**src/rtl/peripheral_msi_slave_port_arbiter_ahb3.sv**
```systemverilog
// -----------------------------------------------------------------------------
// peripheral_msi_slave_port_arbiter_ahb3
//
// Per-slave arbiter for the AHB3 multi-layer interconnect (one instance per
// slave). It collects the slave-select requests of every master port and keeps
// exactly one master granted at all times; with no requests the grant parks on
// the last owner.
//
// Arbitration:
//   - The highest priority among requesting masters wins.
//   - Ties go to the first candidate in ring order after the current owner,
//     so the owner is considered last.
//   - Ownership moves only at a legal switch point: the slave is ready, and
//     the owner either allows a switch (can_switch) or no longer requests.
//
// Ports:
//   HRESETn         in   async reset, active-low
//   HCLK            in   bus clock
//   mst_req         in   [MASTERS]      request per master port
//   mst_priority    in   [MASTERS][3]   per-master priority, 7 = highest
//   mst_can_switch  in   [MASTERS]      owner may release the bus
//   slv_HREADY      in   slave HREADYOUT; switching only while high
//   master_granted  out  [MASTERS]      one-hot grant (registered)
//   master_sel      out  [clog2]        binary index of the granted master
//   grant_switch    out  one-cycle pulse, grant changed at the last edge
// -----------------------------------------------------------------------------
module peripheral_msi_slave_port_arbiter_ahb3 #(
  parameter int MASTERS = 5,
  parameter int SEL_W   = (MASTERS > 1) ? $clog2(MASTERS) : 1
) (
  input  logic                          HRESETn,
  input  logic                          HCLK,
  input  logic [MASTERS-1:0]            mst_req,
  input  logic [MASTERS-1:0][2:0]       mst_priority,
  input  logic [MASTERS-1:0]            mst_can_switch,
  input  logic                          slv_HREADY,
  output logic [MASTERS-1:0]            master_granted,
  output logic [SEL_W-1:0]              master_sel,
  output logic                          grant_switch
);

  // Index 'step' positions after 'base' around the ring of masters.
  function automatic logic [SEL_W-1:0] ring_index(input logic [SEL_W-1:0] base,
                                                  input int step);
    int sum;
    sum = int'(base) + step;
    if (sum >= MASTERS) begin
      sum = sum - MASTERS;
    end else begin
      sum = sum;
    end
    return sum[SEL_W-1:0];
  endfunction

  // One-hot encoding of a master index.
  function automatic logic [MASTERS-1:0] onehot(input logic [SEL_W-1:0] idx);
    logic [MASTERS-1:0] vec;
    vec      = {MASTERS{1'b0}};
    vec[idx] = 1'b1;
    return vec;
  endfunction

  localparam logic [MASTERS-1:0] PARK_GRANT = {{(MASTERS-1){1'b0}}, 1'b1};

  logic [MASTERS-1:0] grant_r;
  logic [SEL_W-1:0]   owner_r;
  logic               switch_r;

  logic [2:0]         maxp_s;
  logic [SEL_W-1:0]   winner_s;
  logic               found_s;
  logic               sw_s;
  logic [SEL_W-1:0]   cand_s;

  // Highest priority among requesting masters; non-requesters are ignored.
  always_comb begin
    maxp_s = 3'd0;
    for (int i = 0; i < MASTERS; i++) begin
      if (mst_req[i] && (mst_priority[i] > maxp_s)) begin
        maxp_s = mst_priority[i];
      end else begin
        maxp_s = maxp_s;
      end
    end
  end

  // Ring search starting after the owner; the owner itself is visited last
  // (step == MASTERS), which gives round-robin among equal priorities.
  always_comb begin
    winner_s = owner_r;
    found_s  = 1'b0;
    cand_s   = owner_r;
    for (int k = 1; k <= MASTERS; k++) begin
      cand_s = ring_index(owner_r, k);
      if (!found_s && mst_req[cand_s] && (mst_priority[cand_s] == maxp_s)) begin
        winner_s = cand_s;
        found_s  = 1'b1;
      end else begin
        winner_s = winner_s;
        found_s  = found_s;
      end
    end
  end

  // Legal switch point: slave ready, somebody requests, and the owner either
  // releases voluntarily or has dropped its request (locked bursts hold here).
  always_comb begin
    sw_s = slv_HREADY & (|mst_req) & (mst_can_switch[owner_r] | ~mst_req[owner_r]);
  end

  // Grant register: moves to the winner at a switch point, otherwise parks.
  always_ff @(posedge HCLK or negedge HRESETn) begin
    if (!HRESETn) begin
      grant_r  <= PARK_GRANT;
      owner_r  <= {SEL_W{1'b0}};
      switch_r <= 1'b0;
    end else if (sw_s && found_s && (winner_s != owner_r)) begin
      grant_r  <= onehot(winner_s);
      owner_r  <= winner_s;
      switch_r <= 1'b1;
    end else begin
      grant_r  <= grant_r;
      owner_r  <= owner_r;
      switch_r <= 1'b0;
    end
  end

  assign master_granted = grant_r;
  assign master_sel     = owner_r;
  assign grant_switch   = switch_r;

endmodule

```
**config.mk**
```make
export PLATFORM = sky130hd
export DESIGN_NAME = peripheral_msi_slave_port_arbiter_ahb3
export DESIGN_NICKNAME = d
export VERILOG_FILES = /design/src/rtl/peripheral_msi_slave_port_arbiter_ahb3.sv
export SDC_FILE = /design/constraint.sdc
export NUM_CORES = 1
export LEC_CHECK = 0
export BUFFER_PORTS_ARGS = -buffer_cell sky130_fd_sc_hd__buf_2
export CORE_ASPECT_RATIO = 1.25
export CORE_MARGIN = 1
export CORE_UTILIZATION = 30
export DETAILED_ROUTE_END_ITERATION = 8
export GPL_TIMING_DRIVEN = 0
export HOLD_SLACK_MARGIN = 0.06
export PLACE_DENSITY = 0.55
export SLEW_MARGIN = 25
export SYNTH_ARGS = -nofsm -noshare
export SYNTH_HDL_FRONTEND = slang
export SYNTH_SLANG_ARGS = --single-unit
```
**constraint.sdc**
```tcl
create_clock -name HCLK -period 4.3 [get_ports HCLK]
set_input_delay 0.215 -clock HCLK [delete_from_list [all_inputs] [get_ports HCLK]]
set_output_delay 0.215 -clock HCLK [all_outputs]
set_load 0.03 [all_outputs]
```
; ---- Word-level counts from Yosys, hierarchy flattened
; Index checks and enable logic that the tools add are counted.
[word_totals]
output_inout_bits = 9
mem_bits_rw = 0
mem_bits_ro = 0
elab_cells = 110
memories = 0
latch_bits = 0
input_bits = 28
ff_bits = 9
[op_classes]
reduce_logical = 22
n_lt_le_gt_ge = 18
bitwise_logic = 4
n_div = 0
mul = 0
addsub = 10
eq_ne = 6
n_shift = 0
n_mux = 47
[ops]
columns = cell, n
row1 = 2-to-1 mux 3 bit, 20
row2 = binary-select mux 3 bit (select 3 bit), 5
row3 = less-than comparator 3 x 4 -> 1 bit (second input constant), 7
row4 = binary-select mux 1 bit (select 3 bit), 7
row5 = >= comparator 4 x 3 -> 1 bit (second input constant), 5
row6 = logical AND 1 bit, 17
row7 = == test 3 bit, 5
row8 = subtractor 3 bit (second input constant), 5
row9 = 2-to-1 mux 1 bit, 14
row10 = > comparator 3 bit, 4
row11 = adder 3 x 2 -> 4 bit (second input constant), 2
row12 = adder 3 x 3 -> 4 bit (second input constant), 2
row13 = OR reduction 5 bit, 1
row14 = adder 3 x 1 -> 4 bit (second input constant), 1
row15 = zero test 1 bit, 4
row16 = demux 1 bit (select 3 bit), 1
row17 = >= comparator 3 x 1 -> 1 bit (second input constant), 1
row18 = > comparator 3 x 1 -> 1 bit (second input constant), 1
row19 = inequality test 3 bit, 1
row20 = bitwise AND 1 bit, 2
row21 = inverter 1 bit, 1
row22 = OR 1 bit, 1

; ---- Longest topological paths before layout
; Gate-level depths: netlist of the first run.
[depth]
word_depth = 38
depth_mapped = 36
ltp_nobuf = 33

; ---- Worst setup path after synthesis of the first run
; No wires, ideal clock.
[synth_timing]
path_type = input-to-reg
from = in mst_req[0]
to = reg grant_r[2] (netlist: master_granted[2])
t_required_ns = 4.172
slack_ns = -2.843
stages = 34
t_arrival_ns = 7.015
cell_sequence = clkbuf_1 nand2_1 ha_1 nor2b_1 o31a_1 and2_4 mux2_2 ha_1 nor2_1 o311a_1 o221ai_1 nand3_2 o31ai_1 ha_1 nand3_1 o2111ai_1 clkbuf_1 mux2_2 ha_1 o21ai_0 nand3b_1 and3_1 a221o_1 buf_2 xnor2_1 nor4_1 mux2i_2 o211ai_2 o32a_1 a22oi_2 xnor2_1 nand2_1 o21ai_4 mux2_1
[synth_via]
elab_chain_len = 37
elab_cells_between_ends = 67
classes_between = order compare (6) / eq/ne (6) / mux (29) / bitwise (4) / reduce/logical (22)
[synth_rtl]
columns = item, line
row1 = "start, declared", 33  ; input logic [MASTERS-1:0] mst_req,
row2 = logical AND 1 bit, 79  ; if (mst_req[i] && (mst_priority[i] > maxp_s)) begin
row3 = 2-to-1 mux 3 bit, 79
row4 = > comparator 3 bit, 79
row5 = logical AND 1 bit, 79
row6 = 2-to-1 mux 3 bit, 79
row7 = > comparator 3 bit, 79
row8 = logical AND 1 bit, 79
row9 = 2-to-1 mux 3 bit, 79
row10 = [20 not listed], -
row11 = 2-to-1 mux 1 bit, 95  ; if (!found_s && mst_req[cand_s] && (mst_priority[cand_s] == maxp_s)) begin
row12 = zero test 1 bit, 95
row13 = logical AND 1 bit (2 in a row), 95
row14 = 2-to-1 mux 3 bit, 95
row15 = less-than comparator 3 x 4 -> 1 bit (implied by the code) or >= comparator 3 x 1 -> 1 bit (tied branches), 59  ; vec[idx] = 1'b1;
row16 = logical AND 1 bit (implied by the code), 59
row17 = 2-to-1 mux 1 bit (implied by the code), 59
row18 = demux 1 bit (select 3 bit), 59
row19 = "end signal, assigned", 118  ; grant_r <= onehot(winner_s);
row20 = "end signal, assigned", 122  ; grant_r <= grant_r;
row21 = "end, declared", 65  ; logic [MASTERS-1:0] grant_r;
; Parallel ways exist; a longest one is shown, timed or not. The select of a mux whose other input is x is not followed.
; A chain may end at the register's enable or synchronous reset.

; ---- Worst setup path after layout of the first run
; Same ends and word-level chain as after synthesis.

==> flow_summary.yaml, run 1 <==
yosys:
  synth_area_leaders: "ha_1, dfrtp_1, mux2i_1"
  yosys.area_share.xor_xnor: 0.0694
  synth-adder-area-share: 0.0903
  syn_nets: 431
  yosys.area.top_type_share: 0.0836
  synth-seq-cells: 9
  synth_compound_area_frac: 0.321
  async_flop_share: 1.00
  synthesis.area_mm2: 0.00299
  post-synth-top-area-cell: "ha_1"
  synth.distinct_cells: 88
  seq_area_frac_synth: 0.0756
  synthCells: 382
  synthSimpleGateAreaFrac: 0.240
  synth_edf_count: 0
  synth_top_family_by_area: "compound AO/OA/AOI/OAI gates"
  synthMuxAreaShare: 0.154
  synthFlopType: "dfrtp_1"
  avgSynthCellArea_um2: 7.84
  ys_warn_count: 0
timing:
  holdWs_ns: 0.362
  max_freq_mhz: 149
  hold_viol: 0
  layout_setup_ws_ns: -2.42
  slew_headroom: 0.410
  skew_ns: 0.000662
  rsz0062_at_grt: "true"
  tightest_slew_ns: 0.879
  slew_violations: 0
  fin_tns_setup_ns: -20.08
  min_period_over_period: 1.56
  finalSetupViolations: 9
  post-route-min-period_ns: 6.72
finish:
  post-route-util: 0.436
  postLayoutCellArea_mm2: 0.00421
  area_growth_pct: 40.7
  antennaDiodeCount: 0
  layout_common_cells: "buf_4, buf_2, a21oi_1, nor2_1, nand2_1"
  final_common_cell: "buf_4"
  drive_gt1_frac: 0.385
  fillers: 980
  nets: 517
routing:
  wl_per_cell_um: 19.0
  drt-total-wl_mm: 11.3
  drt-vias-per-instance: 5.81
  antenna_left: 0
  num_vias: 3445
  drcViolationCount: 0
  drtPass1Iterations: 4
  drt_iter0_drc: 240
place:
  pre_cts_ws_ns: -3.22
  io_buffers: 35
  post-dp-hpwl_mm: 8.11
  placedInstanceArea_mm2: 0.00355
  place.gp.congestion: 0.907
floorplanning:
  coreArea_mm2: 0.00966
  dieWidth_um: 91.4
  die_height_um: 114
  ios: 37
  start_util: 0.310
  rows: 40
  dieArea_mm2: 0.0104
pwr:
  p_comb_frac: 0.899
  swShare: 0.524
  p_seq_frac: 0.047
  p_leak_nw: 1.75
  power_density_mw_per_mm2: 729
  ir_drop_mv: 0.497
  clkPwrFrac: 0.055
  power_switching_mw: 1.61
  cellInternalPower_mw: 1.46
critical_path:
  crit_path_max_fanout: 7
  end_kind: "flop"
  start_kind: "input pin"
  max_stage_delay_ns: 0.57
  arrival_ns: 6.84
  crit_slowest_cell: "or4_4"
  required_ns: 4.42
  crit_type: "in -> reg"
clocking:
  cts_tree: "done"
  clock-sinks: 9
  cts_max_level: 1
  clkTransAtPathRegs_ns: 0.04
  clock_latency_ns: 0.24
  cts_inserted_buffers: 3
  clk_path_buf_depth: 2
  root_buffer: "clkbuf_16"
global_routing:
  antenna_found_initial: 0
  grt_pass1_wl_mm: 17.5
  grt_max_degree: 13
  grt_overflow: 0
  grt_pass1_vias: 3284
  grt_use_total: 0.215
run:
  drv_cap: 0
status:
  status: "finished, violations left"
  violations: "setup timing"
hold_path:
  hold_path_class: "in -> async"
power by group through the flow:
stage,Sequential [mW],Combinational [mW],Clock (mW)
finish,0.143,2.76,0.168
global route,0.149,2.95,0.174
CTS,0.144,2.51,0.171
detailed placement,0.145,2.19,0
global placement,0.144,2.16,0
floorplan,0.190,1.72,0
per-stage QoR:
stage                     power, mW  std cells
after detailed placement       2.34        543
after floorplan                1.91        382
final                          3.07        593
after global placement         2.30        543
after global routing           3.28        593
after CTS                      2.82        580
worst max-delay path, delay by kind of cell:
kind                     cells  cell delay (ns)
AND/OR/NAND/NOR              9             1.49
XOR/XNOR                     2             0.33
buffers and inverters        5             0.75
multiplexers                 3             0.95
adder cells (fa/ha/maj)      4             0.97
AO/OA/AOI/OAI               10             2.13
kinds of logic (layout without fill, tap and decap cells):
logic type / after synthesis / after routing
compound gates: 132 / 132
xor+xnor: 19 / 19
fa+ha+maj: 21 / 21
buf+inv: 37 / 122
flops: 9 / 9
mux: 35 / 35
simple gates: 129 / 129
area by class of cell:
type,count,area [um^2],area share
flip-flops and latches,9,226,0.0537
clock buffers,4,78.8,0.0187
inverters,21,78.8,0.0187
plain buffers,16,109,0.0258
well taps,126,158,0.0374
multi-input cells,336,2990,0.710
repair buffers,81,571,0.135
Yosys cell counts, types with 6 or more instances:
library cell / instances
a21oi_1: 27
buf_2: 6
clkbuf_1: 8
dfrtp_1: 8
ha_1: 20
inv_1: 19
mux2i_1: 20
mux4_2: 7
nand2_1: 26
nand2b_1: 8
nand3_1: 14
nor2_1: 24
nor3_1: 8
nor4_1: 6
o21ai_0: 27
o22ai_1: 8
o31ai_1: 6
xnor2_1: 10
metal layers:
layer | wire [um] | part of all wire | track usage | vias to the layer above
li1 | - | - | - | 1652
met1 | 4850 | 0.43 | 0.284 | 1655
met2 | 5620 | 0.50 | 0.382 | 119
met3 | 506 | 0.045 | 0.00400 | 19
met4 | 297 | 0.026 | 0.0688 | 0
met5 | 0 | 0 | 0 | -
timing repair:
item	in CTS	in global routing
endpoints found under the setup margin	9	9
hold buffers	1	0
pin swaps	22	20
gates resized for setup	30	19
hold endpoints to repair	9	0
setup buffers	32	14
registers in the layout (all words and copies together), names as in the netlist:
name / cells
grant_switch: 1
master_granted: 5
master_sel: 3
worst paths after layout:
check / startpoint / end / slack [ns] / cells after the start
hold / removal: HRESETn / grant_switch / 0.36 / 2
max in group asynchronous: HRESETn / master_granted[0] / 3.69 / 2
setup / recovery: mst_req[0] / master_granted[2] / -2.42 / 33
setup reg to reg: master_sel[0] / master_granted[2] / -1.30 / 20
min in group HCLK: master_granted[1] / master_granted[1] / 0.48 / 1
hold reg to reg: master_granted[1] / master_granted[1] / 0.48 / 1
Note: power is estimated with default switching activity, not from simulation.
==> run 2: changes to the inputs <==
--- a/config.mk
+++ b/config.mk
@@ -6,13 +6,16 @@
 export NUM_CORES = 1
 export LEC_CHECK = 0
 export BUFFER_PORTS_ARGS = -buffer_cell sky130_fd_sc_hd__buf_2
+export CELL_PAD_IN_SITES_DETAIL_PLACEMENT = 1
+export CELL_PAD_IN_SITES_GLOBAL_PLACEMENT = 2
 export CORE_ASPECT_RATIO = 1.25
 export CORE_MARGIN = 1
 export CORE_UTILIZATION = 30
 export DETAILED_ROUTE_END_ITERATION = 8
 export GPL_TIMING_DRIVEN = 0
 export HOLD_SLACK_MARGIN = 0.06
-export PLACE_DENSITY = 0.55
+export PLACE_DENSITY = 0.81
+export REMOVE_ABC_BUFFERS = 1
 export SLEW_MARGIN = 25
 export SYNTH_ARGS = -nofsm -noshare
 export SYNTH_HDL_FRONTEND = slang
==> flow_summary.yaml, run 2 (same netlist as run 1, synthesis figures left out) <==
place:
  place.gp.congestion: 0.843
  post-dp-hpwl_mm: 8.36
  pre_cts_ws_ns: -4.13
  io_buffers: 36
routing:
  drtPass1Iterations: 4
  drt-vias-per-instance: 6.09
  antenna_left: 0
  drt-total-wl_mm: 12.4
  num_vias: 3466
  drt_iter0_drc: 159
  drcViolationCount: 0
  wl_per_cell_um: 21.8
clocking:
  root_buffer: "clkbuf_16"
  clock_latency_ns: 0.24
  cts_max_level: 1
  clk_path_buf_depth: 2
  clkTransAtPathRegs_ns: 0.04
  cts_inserted_buffers: 3
  clock-sinks: 9
  cts_tree: "done"
floorplanning:
  dieWidth_um: 91.4
  rows: 40
  dieArea_mm2: 0.0104
  start_util: 0.310
  die_height_um: 114
  ios: 37
  coreArea_mm2: 0.00966
status:
  violations: "setup timing"
  status: "finished, violations left"
critical_path:
  crit_type: "in -> reg"
  crit_slowest_cell: "a221o_2"
  crit_path_max_fanout: 9
  max_stage_delay_ns: 0.43
  end_kind: "flop"
  arrival_ns: 6.76
  required_ns: 4.42
  start_kind: "input pin"
timing:
  tightest_slew_ns: 0.973
  hold_viol: 0
  max_freq_mhz: 151
  rsz0062_at_grt: "true"
  holdWs_ns: 0.350
  slew_headroom: 0.347
  min_period_over_period: 1.54
  skew_ns: 0.00234
  layout_setup_ws_ns: -2.34
  post-route-min-period_ns: 6.64
  slew_violations: 0
  finalSetupViolations: 9
hold_path:
  hold_path_class: "in -> async"
global_routing:
  grt_max_degree: 34
  grt_overflow: 0
  antenna_found_initial: 0
  grt_use_total: 0.235
  grt_pass1_wl_mm: 19.3
  grt_pass1_vias: 3635
finish:
  nets: 493
  fillers: 1124
  antennaDiodeCount: 0
  post-route-util: 0.431
  final_common_cell: "buf_4"
  largest_reg_flops: 5
  layout_common_cells: "buf_4, buf_2, a21oi_1, nand2_1, nor2_1"
  area_growth_pct: 39.1
  drive_gt1_frac: 0.381
run:
  drv_cap: 0
pwr:
  power_density_mw_per_mm2: 751
  ir_drop_mv: 0.590
  p_leak_nw: 1.67
==> run 2: cell types whose count changed in the layout (fill, tap and decap cells not counted), sizes merged <==
cell,previous run,this run
buf,88,71
clkbuf,12,5
==> run 2: metal layers <==
layer / vias to the layer above / part of all wire / track usage
met3: 36 / 0.046 / 0.0153
li1: 1597 / - / -
met2: 116 / 0.50 / 0.435
met1: 1717 / 0.40 / 0.278
met5: - / 0 / 0
met4: 0 / 0.046 / 0.104
==> run 2: stage by stage <==
| stage | TNS [ns] | area [um^2] | power (mW) | instances |
|---|---|---|---|---|
| 2_1_floorplan | -20.39 | 2920 | 1.70 | 366 |
| 3_3_place_gp | -31.80 | 3260 | 2.08 | 528 |
| 3_5_place_dp | -34.21 | 3260 | 2.14 | 528 |
| 4_1_cts | -18.41 | 3940 | 2.79 | 559 |
| 5_1_grt | -21.32 | 4170 | 3.34 | 569 |
| 6_report | -18.71 | 4170 | 3.13 | 569 |
==> run 2: what timing repair did <==
action	4_1_cts	5_1_grt
cloned	0	0
hold buffers	1	0
pin swaps	34	15
buffers inserted	26	10
endpoints found under the hold margin	9	0
resized for setup	74	28
endpoints found under the setup margin	9	9
==> run 2: critical path: cells and delay by family <==
kind | cells | cell delay (ns)
AOI/OAI and AO/OA | 12 | 2.60
xor gates and xnor gates | 2 | 0.38
adders and majority gates | 4 | 1.08
buffers and inverters | 3 | 0.35
muxes | 3 | 0.98
and+or+nand+nor | 9 | 1.12
==> run 2: layout make-up <==
class | count | area (um^2) | share of cell area
Multi-Input combinational cell | 336 | 3060 | 0.734
Timing Repair Buffer | 73 | 564 | 0.135
Sequential cell | 9 | 228 | 0.0547
Tap cell | 126 | 158 | 0.0378
Inverter | 21 | 81.3 | 0.0195
Clock buffer | 4 | 78.8 | 0.0189
==> run 2: report_power, final <==
group          internal (mW)  switching [mW]
Combinational           1.22            1.57
Sequential             0.114          0.0588
Clock                  0.124          0.0443
Total                   1.46            1.67
==> run 2: path summary, 6_finish.rpt <==
check,end,cells past startpoint,start,slack (ns)
max,master_granted[3],33,mst_priority[4],-2.34
min,master_granted[2],2,HRESETn,0.35
max reg2reg,master_granted[3],15,master_sel[0],-1.68
min reg2reg,master_granted[1],1,master_granted[1],0.50
max in group asynchronous,master_granted[0],2,HRESETn,3.70
min in group HCLK,master_granted[1],1,master_granted[1],0.50
